[src/rtl/cop0_intc_pkg.sv]
// CP0 interrupt controller shared constants:
// register map, IP/IM field position and IE stack bits.
package cop0_pkg;

  localparam logic [4:0] ADDR_COUNT  = 5'h09;
  localparam logic [4:0] ADDR_CMP0   = 5'h0B;
  localparam logic [4:0] ADDR_STATUS = 5'h0C;
  localparam logic [4:0] ADDR_CAUSE  = 5'h0D;
  localparam logic [4:0] ADDR_EPC    = 5'h0E;
  localparam logic [4:0] ADDR_CMPN   = 5'h10;

  localparam int IP_LSB  = 10;
  localparam int IP_W    = 6;
  localparam int IEC_BIT = 0;
  localparam int IEP_BIT = 1;

  // Compare0 sits at 0xB, the rest from 0x10 upward
  function automatic logic [4:0] cmp_addr(input int i);
    if (i == 0) return ADDR_CMP0;
    return 5'(int'(ADDR_CMPN) + i - 1);
  endfunction

endpackage

[src/rtl/cop0_intc_if.sv]
// mtc0/mfc0 data port and pipeline interrupt
// signals between the core and the CP0 controller.
interface cop0_intc_if;
  logic [4:0]  DataAddress;
  logic [31:0] DataOut;
  logic        DataInEnable;
  logic [31:0] DataIn;
  logic [31:0] InterruptedPC;
  logic        InterruptHandled;
  logic        InterruptReturn;
  logic        InterruptRequest;
  logic [2:0]  InterruptIndex;

  modport master (
    output DataAddress, DataInEnable, DataIn,
    output InterruptedPC, InterruptHandled,
    output InterruptReturn,
    input  DataOut, InterruptRequest, InterruptIndex
  );

  modport slave (
    input  DataAddress, DataInEnable, DataIn,
    input  InterruptedPC, InterruptHandled,
    input  InterruptReturn,
    output DataOut, InterruptRequest, InterruptIndex
  );
endinterface

[src/rtl/cop0_irq_sync.sv]
// Two-flop synchroniser for external requests with a
// stall-aware history flop for rising-edge detection.
module cop0_irq_sync #(
  parameter int W = 1
) (
  input  logic         clk,
  input  logic         rst_n,
  input  logic         en,
  input  logic [W-1:0] async_in,
  output logic [W-1:0] level,
  output logic [W-1:0] rise
);

  logic [W-1:0] s1;
  logic [W-1:0] s2;
  logic [W-1:0] prev;

  // prev only advances when enabled so a stalled edge stays visible
  always_ff @(posedge clk or negedge rst_n) begin
    if (!rst_n) begin
      s1   <= '0;
      s2   <= '0;
      prev <= '0;
    end else begin
      s1 <= async_in;
      s2 <= s1;
      if (en) prev <= s2;
    end
  end

  assign level = s2;
  assign rise  = s2 & ~prev;

endmodule

[src/rtl/cop0_intc.sv]
// Coprocessor-0 interrupt controller: Count/Compare timers,
// RTC wrap, external lines, Status/Cause/EPC and IE stack.
module cop0_intc
  import cop0_pkg::*;
#(
  parameter int          NUM_EXT     = 3,
  parameter int          NUM_TMR     = 2,
  parameter logic [NUM_EXT-1:0] EXT_EDGE = 3'b011,
  parameter int          COUNT_DIV   = 1,
  parameter logic [31:0] COMPARE_RST = 32'h02FA_F080,
  parameter logic [31:0] STATUS_RST  = 32'h0000_8C00
) (
  input  logic               Clock,
  input  logic               Reset_n,
  input  logic               Enable,
  input  logic [NUM_EXT-1:0] ExtRequest,
  cop0_intc_if.slave         bus
);

  localparam int TMR0 = NUM_EXT;
  localparam int RTC  = NUM_EXT + NUM_TMR;
  localparam logic [7:0] DIV_M1 = 8'(COUNT_DIV - 1);

  logic [31:0]        epc;
  logic [31:0]        count;
  logic [31:0]        status;
  logic [31:0]        cmp [NUM_TMR];
  logic [9:0]         cause_lo;
  logic [15:0]        cause_hi;
  logic [IP_W-1:0]    sticky;
  logic [7:0]         presc;

  logic [NUM_EXT-1:0] lvl;
  logic [NUM_EXT-1:0] rise;
  logic [IP_W-1:0]    set;
  logic [IP_W-1:0]    clr;
  logic [IP_W-1:0]    ip;
  logic [IP_W-1:0]    pend;
  logic [NUM_TMR-1:0] wr_cmp;
  logic [31:0]        count_inc;
  logic               wr_count;
  logic               wr_status;
  logic               wr_cause;
  logic               tick;

  cop0_irq_sync #(.W(NUM_EXT)) u_sync (
    .clk      (Clock),
    .rst_n    (Reset_n),
    .en       (Enable),
    .async_in (ExtRequest),
    .level    (lvl),
    .rise     (rise)
  );

  assign wr_count  = bus.DataInEnable && (bus.DataAddress == ADDR_COUNT);
  assign wr_status = bus.DataInEnable && (bus.DataAddress == ADDR_STATUS);
  assign wr_cause  = bus.DataInEnable && (bus.DataAddress == ADDR_CAUSE);
  assign tick      = (presc == DIV_M1) && !wr_count;
  assign count_inc = count + 32'd1;

  always_comb begin
    wr_cmp = '0;
    for (int i = 0; i < NUM_TMR; i++)
      wr_cmp[i] = bus.DataInEnable && (bus.DataAddress == cmp_addr(i));
  end

  // sets are applied after clears so a coincident set wins
  always_comb begin
    set = '0;
    clr = '0;
    for (int j = 0; j < NUM_EXT; j++)
      if (EXT_EDGE[j]) set[j] = rise[j];
    for (int i = 0; i < NUM_TMR; i++) begin
      set[TMR0+i] = tick && (count_inc == cmp[i]);
      clr[TMR0+i] = wr_cmp[i];
    end
    set[RTC] = tick && (count == 32'hFFFF_FFFF);
    if (wr_cause) clr = clr | ~bus.DataIn[IP_LSB +: IP_W];
  end

  always_comb begin
    ip = sticky;
    for (int j = 0; j < NUM_EXT; j++)
      if (!EXT_EDGE[j]) ip[j] = lvl[j];
  end

  always_ff @(posedge Clock or negedge Reset_n) begin
    if (!Reset_n) begin
      epc      <= '0;
      count    <= '0;
      presc    <= '0;
      status   <= STATUS_RST & ~32'h3;
      cause_lo <= '0;
      cause_hi <= '0;
      sticky   <= '0;
      for (int i = 0; i < NUM_TMR; i++) cmp[i] <= COMPARE_RST;
    end else if (Enable) begin
      if (wr_count || presc == DIV_M1) presc <= '0;
      else presc <= presc + 8'd1;
      if (wr_count) count <= bus.DataIn;
      else if (tick) count <= count_inc;
      for (int i = 0; i < NUM_TMR; i++)
        if (wr_cmp[i]) cmp[i] <= bus.DataIn;
      sticky <= (sticky & ~clr) | set;
      if (wr_cause) begin
        cause_lo <= bus.DataIn[9:0];
        cause_hi <= bus.DataIn[31:16];
      end
      if (wr_status) status[31:2] <= bus.DataIn[31:2];
      if (bus.InterruptHandled) begin
        epc             <= bus.InterruptedPC;
        status[IEP_BIT] <= status[IEC_BIT];
        status[IEC_BIT] <= 1'b0;
      end else if (bus.InterruptReturn) begin
        status[IEC_BIT] <= status[IEP_BIT];
      end else if (wr_status) begin
        status[1:0] <= bus.DataIn[1:0];
      end
    end
  end

  assign pend = ip & status[IP_LSB +: IP_W];
  assign bus.InterruptRequest = status[IEC_BIT] && (|pend);

  always_comb begin
    bus.InterruptIndex = '0;
    for (int b = 0; b < IP_W; b++)
      if (pend[b]) bus.InterruptIndex = 3'(b);
  end

  always_comb begin
    bus.DataOut = '0;
    unique case (1'b1)
      (bus.DataAddress == ADDR_COUNT):  bus.DataOut = count;
      (bus.DataAddress == ADDR_STATUS): bus.DataOut = status;
      (bus.DataAddress == ADDR_CAUSE):  bus.DataOut = {cause_hi, ip, cause_lo};
      (bus.DataAddress == ADDR_EPC):    bus.DataOut = epc;
      default:                          bus.DataOut = '0;
    endcase
    for (int i = 0; i < NUM_TMR; i++)
      if (bus.DataAddress == cmp_addr(i)) bus.DataOut = cmp[i];
  end

endmodule

[src/flat_wrapper.sv]
// flat-port wrapper written by rule: the top's interface ports become plain ports
module cop0_intc_flat import cop0_pkg::*;
#(
  parameter int          NUM_EXT     = 3,
  parameter int          NUM_TMR     = 2,
  parameter logic [NUM_EXT-1:0] EXT_EDGE = 3'b011,
  parameter int          COUNT_DIV   = 1,
  parameter logic [31:0] COMPARE_RST = 32'h02FA_F080,
  parameter logic [31:0] STATUS_RST  = 32'h0000_8C00
)
  (Clock, Reset_n, Enable, ExtRequest, bus_DataAddress, bus_DataInEnable, bus_DataIn, bus_InterruptedPC, bus_InterruptHandled, bus_InterruptReturn, bus_DataOut, bus_InterruptRequest, bus_InterruptIndex);
  cop0_intc_if bus_i ();
  input  logic Clock;
  input  logic Reset_n;
  input  logic Enable;
  input  logic [NUM_EXT-1:0] ExtRequest;
  input wire logic [$bits(bus_i.DataAddress)-1:0] bus_DataAddress;
  input wire logic [$bits(bus_i.DataInEnable)-1:0] bus_DataInEnable;
  input wire logic [$bits(bus_i.DataIn)-1:0] bus_DataIn;
  input wire logic [$bits(bus_i.InterruptedPC)-1:0] bus_InterruptedPC;
  input wire logic [$bits(bus_i.InterruptHandled)-1:0] bus_InterruptHandled;
  input wire logic [$bits(bus_i.InterruptReturn)-1:0] bus_InterruptReturn;
  output wire logic [$bits(bus_i.DataOut)-1:0] bus_DataOut;
  output wire logic [$bits(bus_i.InterruptRequest)-1:0] bus_InterruptRequest;
  output wire logic [$bits(bus_i.InterruptIndex)-1:0] bus_InterruptIndex;
  assign bus_i.DataAddress = bus_DataAddress;
  assign bus_i.DataInEnable = bus_DataInEnable;
  assign bus_i.DataIn = bus_DataIn;
  assign bus_i.InterruptedPC = bus_InterruptedPC;
  assign bus_i.InterruptHandled = bus_InterruptHandled;
  assign bus_i.InterruptReturn = bus_InterruptReturn;
  assign bus_DataOut = bus_i.DataOut;
  assign bus_InterruptRequest = bus_i.InterruptRequest;
  assign bus_InterruptIndex = bus_i.InterruptIndex;
  cop0_intc #(.NUM_EXT(NUM_EXT), .NUM_TMR(NUM_TMR), .EXT_EDGE(EXT_EDGE), .COUNT_DIV(COUNT_DIV), .COMPARE_RST(COMPARE_RST), .STATUS_RST(STATUS_RST)) u_core (.Clock(Clock), .Reset_n(Reset_n), .Enable(Enable), .ExtRequest(ExtRequest), .bus(bus_i));
endmodule
[config.mk]
export PLATFORM = sky130hd
export DESIGN_NAME = cop0_intc_flat
export DESIGN_NICKNAME = d
export VERILOG_FILES = /design/src/rtl/cop0_intc_pkg.sv /design/src/rtl/cop0_intc_if.sv /design/src/rtl/cop0_irq_sync.sv /design/src/rtl/cop0_intc.sv /design/src/flat_wrapper.sv
export SDC_FILE = /design/constraint.sdc
export NUM_CORES = 1
export LEC_CHECK = 0
export ABC_AREA = 1
export BUFFER_PORTS_ARGS = -buffer_cell sky130_fd_sc_hd__buf_4
export CAP_MARGIN = 20
export CELL_PAD_IN_SITES_DETAIL_PLACEMENT = 1
export CELL_PAD_IN_SITES_GLOBAL_PLACEMENT = 2
export CORE_MARGIN = 5
export CORE_UTILIZATION = 35
export CTS_CLUSTER_SIZE = 12
export DETAILED_ROUTE_END_ITERATION = 10
export GPL_TIMING_DRIVEN = 0
export PLACE_DENSITY_LB_ADDON = 0.1
export SLEW_MARGIN = 20
export SYNTH_ARGS = -nofsm -noshare
export SYNTH_HDL_FRONTEND = slang
export SYNTH_SLANG_ARGS = --single-unit
[constraint.sdc]
create_clock -name Clock -period 2.4 [get_ports Clock]
set_input_delay 0.36 -clock Clock [delete_from_list [all_inputs] [get_ports Clock]]
set_output_delay 0.36 -clock Clock [all_outputs]
set_load 0.05 [all_outputs]
* Word-level counts from Yosys, hierarchy flattened
Cells that the tools add are included.
Operators by class: bitwise logic cells 8, reduce and logical (&&, ||, !) cells 25, muxes and demuxes 16, equality and inequality tests 10, add/subtract/negate cells 2
Operator list (count):
- $mux 32 | 4
- $pmux 32 s4 | 1
- $eq 32x32->1 | 2
- $add 32x1->32 const B | 1
- $eq 32x32->1 const B | 1
- $eq 5x4->1 const B | 5
- $reduce_and 2->1 | 7
- $and 6x6->6 | 2
- $not 6->6 | 2
- $logic_and 1x1->1 | 10
- $add 8x1->8 const B | 1
- $logic_not 8->1 | 1
- $mux 2 | 4
- $mux 8 | 1
- $mux 3 | 2
- $mux 6 | 1
- $or 5x6->6 | 1
- $or 6x6->6 | 1
- $reduce_or 6->1 | 1
- $eq 5x5->1 const B | 1
- $reduce_bool 2->1 | 2
- $mux 1 | 3
- $reduce_and 3->1 | 1
- $reduce_bool 3->1 | 1
- other kinds (5) | 5
Storage, ports and cells: register bits 208, logic and storage cells 75, output and inout bits 36, bits of input ports 78

* Depth between registers and ports, before layout
Gate-level depths: netlist of run 1.
depth in word-level cells 7, mapped depth 15, mapped depth without buffers 15

* Cells and area by module
A second synthesis of run 1 with hierarchy kept.
Unflattened totals: cell total of the unflattened synthesis 1548, area total of the unflattened synthesis 11541.1 um^2
By module, submodules not included:
- cop0_intc | sequential area each 5013.6 um^2, instances 1, cells each 1523, area each 11255.8 um^2
- cop0_irq_sync | sequential area each 225.2 um^2, instances 1, cells each 25, area each 285.3 um^2

* Worst setup path before layout of run 1
No wires, ideal clock.
path type input to output, start input bus_DataAddress[4], end output bus_DataOut[4], data arrival time 1.710 ns, data required time 2.040 ns, buffers on the path 1, path slack 0.330 ns, stages on the path 6, cell sequence nor4_2 -> clkbuf_1 -> nand2_1 -> o21ai_0 -> a221oi_1 -> nand3_1
On the way: cells in the longest elaborated chain, start to end 4, elaborated cells between the ends (all ways) 9, those cells by class eq/ne (6); mux (3)
Ends and longest elaborated chain:
- start: declaration | line flat_wrapper.sv:17 | input wire logic [$bits(bus_i.DataAddress)-1:0] bus_DataAddress;
- $eq 5x4->1, on equally long branches
- $pmux 32 s4 | line cop0_intc.sv:133 | unique case (1'b1)
- $mux 32 | line cop0_intc.sv:141 | if (bus.DataAddress == cmp_addr(i)) bus.DataOut = cmp[i];
- $mux 32 (*) | line cop0_intc.sv:141
- end: declaration | line flat_wrapper.sv:23 | output wire logic [$bits(bus_i.DataOut)-1:0] bus_DataOut;
Mark *: on every way between the ends. The rest lies on a longest branch, timed or not.

* Worst setup path after layout of run 1
start input bus_DataAddress[0], end output bus_DataOut[13]
The elaborated chain is that of the path after synthesis.

==> results of run 1 <==
## power by group through the flow
stage               Clock, mW  Combinational, mW  Sequential (mW)
floorplan                   0               2.55             4.68
CTS                      4.37               3.81             4.87
finish                   4.29               3.89             4.89
global placement            0               3.64             4.90
detailed placement          0               3.77             4.92
global route             4.53               4.33             4.98
## through the flow
stage | util | instances | TNS (ns) | hold WS (ns) | setup slack (ns)
final | 0.437 | 2139 | 0 | 0.0442 | 0.0214
after global routing | 0.437 | 2139 | -0.0111 | 0.0306 | -0.0111
after CTS | 0.433 | 2132 | 0 | 0.0256 | 0.00750
after detailed placement | 0.400 | 2077 | -31.19 | 0.341 | -0.685
after global placement | 0.398 | 2075 | -163.89 | 0.333 | -0.955
after floorplan | - | 1521 | 0 | 0.0644 | 0.330
## placed cells by master, fill, tap and decap left out, types with 4 or more instances in the layout
cell and count:
sky130_fd_sc_hd__buf_4 125, sky130_fd_sc_hd__nand3_1 119, sky130_fd_sc_hd__o21ai_0 199, sky130_fd_sc_hd__o211ai_1 13, sky130_fd_sc_hd__a21oi_1 27, sky130_fd_sc_hd__clkbuf_4 7, sky130_fd_sc_hd__clkbuf_1 37, sky130_fd_sc_hd__nor2_4 9
sky130_fd_sc_hd__nand2_1 488, sky130_fd_sc_hd__buf_2 8, sky130_fd_sc_hd__buf_1 4, sky130_fd_sc_hd__dfstp_2 27, sky130_fd_sc_hd__o22ai_1 17, sky130_fd_sc_hd__clkbuf_2 5, sky130_fd_sc_hd__nand4_1 12, sky130_fd_sc_hd__nor2_1 79
sky130_fd_sc_hd__clkbuf_8 13, sky130_fd_sc_hd__xor2_1 6, sky130_fd_sc_hd__dlygate4sd3_1 4, sky130_fd_sc_hd__a221oi_1 31, sky130_fd_sc_hd__nor2_2 10, sky130_fd_sc_hd__o21ai_1 4, sky130_fd_sc_hd__nand3_2 5, sky130_fd_sc_hd__nand3b_1 34
sky130_fd_sc_hd__clkbuf_16 27, sky130_fd_sc_hd__nand2_2 6, sky130_fd_sc_hd__mux2_2 32, sky130_fd_sc_hd__inv_1 130, sky130_fd_sc_hd__dfrtp_1 178
## layer usage
metal  track usage  vias up
met2         0.467      316
li1              -     5387
met4        0.0934        0
met1         0.354     5841
met5             0        -
met3        0.0378       93
## worst max-delay path, delay by kind of cell
kind / cells / cell delay [ns]
buffers and inverters: 5 / 0.92
and+or+nand+nor: 3 / 0.42
AOI/OAI and AO/OA: 1 / 0.31
## worst max-delay path by stage
stage	startpoint	to	slack, ns	depth (start not counted)
finish	bus_DataAddress[0]	bus_DataOut[13]	0.02	9
global route	u_core.count[1]	u_core.sticky[3]	-0.01	14
CTS	bus_DataAddress[0]	bus_DataOut[13]	0.008	9
detailed placement	bus_DataAddress[4]	bus_DataOut[17]	-0.68	6
global placement	bus_DataAddress[4]	bus_DataOut[1]	-0.95	6
floorplan	bus_DataAddress[4]	bus_DataOut[4]	0.33	6
## registers in the layout, summed over array words and instances, names as in the netlist
register / cells
u_core.sticky: 5
u_core.cause_hi: 16
u_core.presc: 8
u_core.u_sync.level: 3
u_core.epc: 32
u_core.count: 32
u_core.cause_lo: 10
u_core.status: 32
u_core.u_sync.prev: 2
u_core.cmp: 64
u_core.u_sync.s1: 3
## kinds of logic after synthesis
| logic type | after synthesis | synth area share |
|---|---|---|
| buf+inv | 195 | 0.0641 |
| mux | 32 | 0.0312 |
| flops | 207 | 0.452 |
| compound gates | 299 | 0.147 |
| xor+xnor | 9 | 0.00921 |
| simple gates | 776 | 0.294 |
| fa+ha+maj | 3 | 0.00325 |
## what timing repair did
| item | CTS | global route |
|---|---|---|
| hold endpoints to repair | 57 | 0 |
| pin swaps | 2 | 6 |
| hold buffers | 4 | 0 |
| setup endpoints to repair | 34 | 60 |
| gates resized for setup | 31 | 32 |
| setup buffers | 4 | 7 |
## cell type report
cell class | instances | share of cell area
timing repair buffer | 129 | 0.0722
buffer | 63 | 0.0218
tap | 442 | 0.0389
clock inverter | 6 | 0.00739
inverter | 132 | 0.0348
clock buffer | 41 | 0.0590
multi-input combinational | 1119 | 0.399
sequential | 207 | 0.367
==> results.md, run 1 <==
- Area after detailed placement: 13000 um2
- Cell variety after synth: 40
- Maximum cell stage delay along the critical path: 0.31 ns
- Number of max-cap violations: 0
- Total via count after detailed routing: 11600
- CORE AREA: 32500 um2
- Required time worst endpoint: 2.04 ns
- Number of setup violations in the final report: 0
- TritonCTS clock tree: done
- Count of final hold-check violations: 0
- Synth top area cells: sky130_fd_sc_hd__dfrtp_1, sky130_fd_sc_hd__nand2_1, sky130_fd_sc_hd__o21ai_0
- Sw Ratio: 0.369
- Net total in the final layout: 1759
- Storage element area: 5220 um2
- Critical-path maximum fanout: 10
- Total leakage power: 6.56 nW
- Slew at the pin with the worst max-slew slack: 1.02 ns
- Most numerous cell types in the synthesized netlist: sky130_fd_sc_hd__nand2_1, sky130_fd_sc_hd__o21ai_0, sky130_fd_sc_hd__dfrtp_1
- Clock share of power: 0.328
- Area of the mapped netlist: 11500 um2
- Worst slew margin relative to its limit: 0.321
- Count of port buffers added during placement: 112
- Maximum frequency from static timing analysis: 420 MHz
- Global-route wire length before repair: 75300 um
- Area occupied by multi-input gates: 5680 um2
- Final weighted congestion in routability-driven placement: 0.942
- RSZ-0062 raised after global routing: true
- Post-detailed-route count of antenna-violating nets: 0
- Highest metal layer used by the detailed router: met4
- Root buffer selected by CTS: sky130_fd_sc_hd__clkbuf_16
- Pwr Total: 13.1 mW
- Level count of the clock H-tree: 1
- Residual DRC count: 0
- Startpoint of the most critical register-to-register path: u_core.count[0]
- Post-route minimum period: 2.38 ns
- Worst hold path cell count: 2
- Area of the die: 36700 um2
- Met2 WL post-DR: 24300 um
- FILL cells: 4064
- Deepest clock path buffer count: 3
- Hold path endpoint: u_core.epc[14]
- Crit path capture type: primary output
- Cell Int Power: 8.25 mW
- Clock slew seen by the registers of the worst setup and hold paths: 0.06 ns
- CTS Buf Count: 26
- Synthesized flop and latch total: 207
- Detailed Route Iter0 Violations: 702
- Number of synthesized flops with an enable pin: 0
- Post-synthesis instance total: 1521
- Chip width: 192 um
- Ratio of routed vias to standard cells: 5.44
- Register area share after synthesis: 0.452
- Total congestion overflow after global routing: 0
- Per-cell routed wire length: 23.4 um
- Power density over the cells: 920 nW/um2
- Period utilization: 0.991
- Pre-antenna DRT Iters: 5
- Top cell type by total area after synthesis: sky130_fd_sc_hd__dfrtp_1
- Die height: 192 um
- Data arrival time of the critical path: 2.02 ns
- Number of warnings reported in the yosys synthesis log: 0
- Initial Utilization: 0.355
- Post-route cell area: 14200 um2
- Hold Crit Class: input pin to flop
- Worst R2R Setup Slack: 0.07 ns
- Largest vdd supply drop: 0.550 mV
- Status: complete, no violations
- Mapped Avg Cell Area: 7.59 um2
- Number of antenna violations at the first check in global routing: 0
- Count of final max-slew check failures: 0
- Switching power summed over all nets: 4.83 mW
- R2R depth: 12
- Worst reg2reg endpoint: u_core.sticky[3]
- Cell Chain, Critical Path: buf_4 -> inv_1 -> nor2_2 -> nand2_1 -> clkbuf_4 -> inv_1 -> a221oi_1 -> nand3_1 -> buf_4
- Aggregate routed wire length: 50000 um
- Site row count: 66
- Cell type of the slowest stage on the worst timing path: sky130_fd_sc_hd__clkbuf_4
- Portion of total power attributed to sequential cells: 0.374
- Number of clock sinks: 207
- Number of primary I/O pins: 114
- Fraction of final layout cells sized beyond drive strength 1: 0.177
- Most common cell in the synthesized netlist: sky130_fd_sc_hd__nand2_1
- Routed length on met1: 21500 um
- HPWL reported at the end of detailed placement: 36900 um
- Startpoint of the most critical hold path: bus_InterruptedPC[14]
- Net count after synthesis: 1602
- Area growth from synthesis to layout: 23.2%
- Nature of the critical path startpoint: input pin
- Pin count of the biggest net entering global routing: 74
- Type of the worst setup path: input pin to primary output
- Total inserted antenna cells: 0
- Met3 wire length: 2380 um
- Fraction of post-synthesis cell area in the top cell type by area: 0.390
- Worst skew pair latency: 0.55 ns
- Via count of the first global-routing pass: 12200
- Max Clock Skew: 0.0245 ns
- Main flop type after synthesis: sky130_fd_sc_hd__dfrtp_1
- Comb pwr share: 0.298
- Post-synth ARST share: 1.00
- Overall routing resource usage: 0.272
Note: power is estimated with default switching activity, not from simulation.
==> inputs of run 2 (changes only) <==
SYNTH_HIERARCHICAL = 1   (was unset)
==> results.md, run 2 <==
- Count of final max-slew check failures: 0
- Site row count: 66
- Period utilization: 0.983
- Number of warnings reported in the yosys synthesis log: 6
- Placed instance count: 2100
- Slew at the pin with the worst max-slew slack: 0.878 ns
- Worst skew pair latency: 0.56 ns
- Worst slew margin relative to its limit: 0.415
- Register with the highest flop count: u_core/cmp
- Power density over the cells: 866 nW/um2
- Clock slew seen by the registers of the worst setup and hold paths: 0.06 ns
- Critical-path maximum fanout: 10
- Residual DRC count: 0
- Sum of negative setup slack: 0 ns
- Leading cell types in the layout, fill and taps excluded: sky130_fd_sc_hd__nand2_1, sky130_fd_sc_hd__o21ai_0, sky130_fd_sc_hd__dfrtp_1
- Total congestion overflow after global routing: 0
- Largest vdd supply drop: 0.541 mV
- Pre-antenna DRT Iters: 5
- Max Clock Skew: 0.0202 ns
- Die height: 191 um
- Crit path capture type: flop
- Post-detailed-route count of antenna-violating nets: 0
- Start point of the critical path: Enable
- Hold Crit Class: input pin to flop
- Maximum frequency from static timing analysis: 424 MHz
- HPWL reported at the end of detailed placement: 36400 um
- Post-synthesis instance total: 1542
- Routed length on met1: 22400 um
- Number of max-cap violations: 0
- Aggregate routed wire length: 48900 um
- Post-route minimum period: 2.36 ns
- Fraction of final layout cells sized beyond drive strength 1: 0.190
- Count of final hold-check violations: 0
- Mapped Avg Cell Area: 7.46 um2
- Met2 WL post-DR: 22700 um
- TritonCTS clock tree: done
- Data arrival time of the critical path: 2.74 ns
- Deepest clock path buffer count: 3
- Net count after synthesis: 1623
- Count of port buffers added during placement: 113
- Per-cell routed wire length: 22.5 um
- Ratio of routed vias to standard cells: 5.34
- Total via count after detailed routing: 11600
- Detailed Route Iter0 Violations: 741
- Nature of the critical path startpoint: input pin
- Root buffer selected by CTS: sky130_fd_sc_hd__clkbuf_16
- CTS Buf Count: 27
- Pwr Total: 12.4 mW
- RSZ-0062 raised after global routing: true
- Pin count of the biggest net entering global routing: 91
- Area growth from synthesis to layout: 24.4%
- Worst R2R Setup Slack: 0.09 ns
- Number of primary I/O pins: 114
- Via count of the first global-routing pass: 11900
- Area of the mapped netlist: 11500 um2
- Final weighted congestion in routability-driven placement: 0.913
- Highest metal layer used by the detailed router: met5
- Startpoint of the most critical hold path: bus_InterruptedPC[2]
- Chip width: 191 um
- Met3 wire length: 2810 um
- Startpoint of the most critical register-to-register path: u_core/count[0]
- Global-route wire length before repair: 73900 um
- Number of clock sinks: 207
- Initial Utilization: 0.354
- Net total in the final layout: 1789
- Area of the die: 36600 um2
- Total leakage power: 6.57 nW
- Required time worst endpoint: 2.78 ns
- Total inserted antenna cells: 0
- Flip-flop count of the largest register after layout: 64
- FILL cells: 4033
- Type of the worst setup path: input pin to flop
- Status: complete, no violations
- Number of antenna violations at the first check in global routing: 1
- Final cell count without fillers: 2171
- Level count of the clock H-tree: 1
- Overall routing resource usage: 0.267
- CORE AREA: 32500 um2
- Number of setup violations in the final report: 0
- Leading cell type in the layout, fill and taps excluded: sky130_fd_sc_hd__nand2_1
run 2: per-layer routing:
metal | GRT usage | vias to the layer above
met5 | 0 | -
met4 | 0.0508 | 2
met2 | 0.444 | 306
li1 | - | 5420
met1 | 0.373 | 5810
met3 | 0.0393 | 58
run 2: area by class of cell:
type | instances | area [um2] | area share
clock inverter | 11 | 109 | 0.00761
buffer | 61 | 318 | 0.0222
clock buffer | 39 | 771 | 0.0539
inverter | 139 | 528 | 0.0369
tap | 442 | 553 | 0.0387
multi-input combinational | 1135 | 5700 | 0.398
sequential | 207 | 5220 | 0.365
timing repair buffer | 137 | 1110 | 0.0778
run 2: timing repair:
| item | CTS | global route |
|---|---|---|
| buffers inserted | 14 | 3 |
| endpoints found under the setup margin | 53 | 35 |
| pin swaps | 8 | 11 |
| hold buffers | 4 | 0 |
| hold endpoints to repair | 49 | 0 |
| resized for setup | 54 | 50 |
run 2: worst paths after layout:
check / cells after the start / end
worst max-delay path: 8 / u_core/cause_hi[0]
worst min-delay path: 2 / u_core/epc[2]
worst max register to register: 15 / u_core/sticky[3]
worst min register to register: 0 / u_core/u_sync/level[0]
max in group asynchronous: 3 / u_core/count[0]
min in group asynchronous: 2 / u_core/u_sync/level[2]
run 2: report_power, final:
part	switching, mW	total, mW	leakage (nW)	internal (mW)
Sequential	0.628	4.77	2.59	4.15
Combinational	2.32	3.56	3.54	1.24
Clock	1.62	4.06	0.441	2.43
run 2: per-stage QoR:
step                area, um2  utilization  hold WS [ns]  worst slack, ns
floorplan               11500            -        0.0644            0.190
global placement        12900        0.397         0.333           -0.731
detailed placement      13000        0.400         0.302           -0.752
CTS                     14200        0.436       0.00702          0.00334
global route            14300        0.441        0.0158          -0.0410
finish                  14300        0.441        0.0290           0.0407
run 2: critical path, cell delays in order:
cell                       delay, ns
sky130_fd_sc_hd__buf_4          0.14
sky130_fd_sc_hd__clkbuf_1       0.27
sky130_fd_sc_hd__nand2_1        0.22
sky130_fd_sc_hd__nor3_1         0.07
sky130_fd_sc_hd__inv_1          0.09
sky130_fd_sc_hd__clkbuf_1       0.66
sky130_fd_sc_hd__clkbuf_1       0.71
sky130_fd_sc_hd__o21ai_0        0.20
==> inputs of run 3 (changes only) <==
==> constraint.sdc (replaced) <==
create_clock -name Clock -period 2.4 [get_ports Clock]
set_input_delay 0.36 -clock Clock [delete_from_list [all_inputs] [get_ports Clock]]
set_output_delay 0.36 -clock Clock [all_outputs]
set_load 0.01 [all_outputs]
==> results.md, run 3 (synthesized netlist as in run 2, its figures left out) <==
- Maximum cell stage delay along the critical path: 0.43 ns
- HPWL reported at the end of detailed placement: 36400 um
- Nature of the critical path startpoint: input pin
- Area after detailed placement: 13000 um2
- CTS Buf Count: 27
- Slew at the pin with the worst max-slew slack: 0.896 ns
- Final weighted congestion in routability-driven placement: 0.913
- Aggregate routed wire length: 49000 um
- Worst R2R Setup Slack: 0.10 ns
- Buffers and inverters on the worst path: 4
- Placed instance count: 2100
- Crit path capture type: primary output
- Cell Int Power: 7.81 mW
- Die height: 191 um
- Count of final max-slew check failures: 0
- Chip width: 191 um
- Detailed Route Iter0 Violations: 764
- Initial Utilization: 0.354
- Sw Ratio: 0.364
- Number of antenna violations at the first check in global routing: 1
- Hold Crit Class: input pin to flop
- Residual DRC count: 0
- Post-route minimum period: 2.35 ns
- Total congestion overflow after global routing: 0
- Count of port buffers added during placement: 113
- Leading cell type in the layout, fill and taps excluded: sky130_fd_sc_hd__nand2_1
- Number of primary I/O pins: 114
- Comb pwr share: 0.281
- Data arrival time of the critical path: 1.99 ns
- Site row count: 66
- Pre-antenna DRT Iters: 5
- Switching power summed over all nets: 4.47 mW
- Per-cell routed wire length: 22.5 um
- CORE AREA: 32500 um2
- Cell family with most CP delay: buffers and inverters
- Final cell count without fillers: 2171
- Cell Chain, Critical Path: buf_4 -> inv_1 -> nand3b_1 -> nor2_2 -> buf_2 -> nand2_1 -> nand3_1 -> buf_4
- Net total in the final layout: 1789
- Worst skew pair latency: 0.56 ns
- Clock share of power: 0.331
- Period utilization: 0.981
- Crit path top cell by count: sky130_fd_sc_hd__buf_4
- Post-route cell area: 14300 um2
- Status: complete, no violations
- RSZ-0062 raised after global routing: true
- Global-route wire length before repair: 73900 um
- Count of final hold-check violations: 0
- Number of clock sinks: 207
- Cell type of the slowest stage on the worst timing path: sky130_fd_sc_hd__buf_2
- Maximum frequency from static timing analysis: 425 MHz
- Number of setup violations in the final report: 0
- Worst slew margin relative to its limit: 0.403
- Total inserted antenna cells: 0
- Number of max-cap violations: 0
- Type of the worst setup path: input pin to primary output
- Flip-flop count of the largest register after layout: 64
- Deepest clock path buffer count: 3
- Area growth from synthesis to layout: 24.1%
- Ratio of routed vias to standard cells: 5.36
- Largest vdd supply drop: 0.544 mV
- Root buffer selected by CTS: sky130_fd_sc_hd__clkbuf_16
- Portion of total power attributed to sequential cells: 0.388
- Critical-path maximum fanout: 10
- Total via count after detailed routing: 11600
- Register with the highest flop count: u_core/cmp
- Pin count of the biggest net entering global routing: 91
- TritonCTS clock tree: done
- Required time worst endpoint: 2.04 ns
- Leading cell types in the layout, fill and taps excluded: sky130_fd_sc_hd__nand2_1, sky130_fd_sc_hd__o21ai_0, sky130_fd_sc_hd__dfrtp_1
- Fraction of final layout cells sized beyond drive strength 1: 0.188
- Max Clock Skew: 0.0213 ns
- Sum of negative setup slack: 0 ns
- Power density over the cells: 861 nW/um2
- Clock slew seen by the registers of the worst setup and hold paths: 0.06 ns
- Overall routing resource usage: 0.267
- Total leakage power: 6.56 nW
- Via count of the first global-routing pass: 11900
- Area of the die: 36600 um2
- Level count of the clock H-tree: 1
- Post-detailed-route count of antenna-violating nets: 0
-- run 3: cell types whose count changed in the layout (fill, tap and decap cells not counted), sizes merged --
cell,before,now
buf,147,145
clkbuf,86,88
-- run 3: final timing paths --
| kind | endpoint | start | depth (start not counted) |
|---|---|---|---|
| max | bus_DataOut[5] | bus_DataAddress[4] | 8 |
| min | u_core/epc[2] | bus_InterruptedPC[2] | 2 |
| max reg2reg | u_core/sticky[3] | u_core/count[1] | 16 |
| min reg2reg | u_core/u_sync/level[0] | u_core/u_sync/s1[0] | 0 |
| max in group asynchronous | u_core/count[0] | Reset_n | 3 |
| min in group asynchronous | u_core/u_sync/level[2] | Reset_n | 2 |
-- run 3: per-layer routing --
layer  GRT usage  wire [um]  up-vias
li1            -          -     5409
met1       0.373      22200     5823
met2       0.444      22700      338
met3      0.0393       3050       56
met4      0.0508       1040        2
met5           0         13        -
-- run 3: power groups by stage --
| stage | registers, mW | clock network, mW | logic (mW) |
|---|---|---|---|
| final | 4.77 | 4.06 | 3.45 |
| after global placement | 4.78 | 0 | 3.14 |
| after global routing | 4.85 | 4.31 | 3.87 |
| after CTS | 4.74 | 4.16 | 3.38 |
| after floorplan | 4.58 | 0 | 2.16 |
| after detailed placement | 4.80 | 0 | 3.24 |
-- run 3: repair_timing --
action | CTS | global route
hold endpoints to repair | 49 | 0
hold buffers | 4 | 0
resized for setup | 49 | 37
pin swaps | 8 | 9
endpoints found under the setup margin | 53 | 35
buffers inserted | 14 | 3
-- run 3: cell type report --
cell class,instances,area (um2)
buffer,61,293
clock buffer,39,771
clock inverter,11,109
fill,4045,18200
inverter,139,526
multi-input combinational,1135,5690
sequential,207,5220
tap,442,553
timing repair buffer,137,1110
-- run 3: metrics by stage --
| stage | hold slack [ns] | setup slack, ns | util | power, mW |
|---|---|---|---|---|
| floorplan | 0.0644 | 0.554 | - | 6.74 |
| global placement | 0.333 | -0.731 | 0.397 | 7.92 |
| detailed placement | 0.302 | -0.674 | 0.400 | 8.04 |
| CTS | 0.00702 | 0.00333 | 0.436 | 12.3 |
| global route | 0.0158 | -0.0336 | 0.440 | 13.0 |
| finish | 0.0267 | 0.0453 | 0.440 | 12.3 |
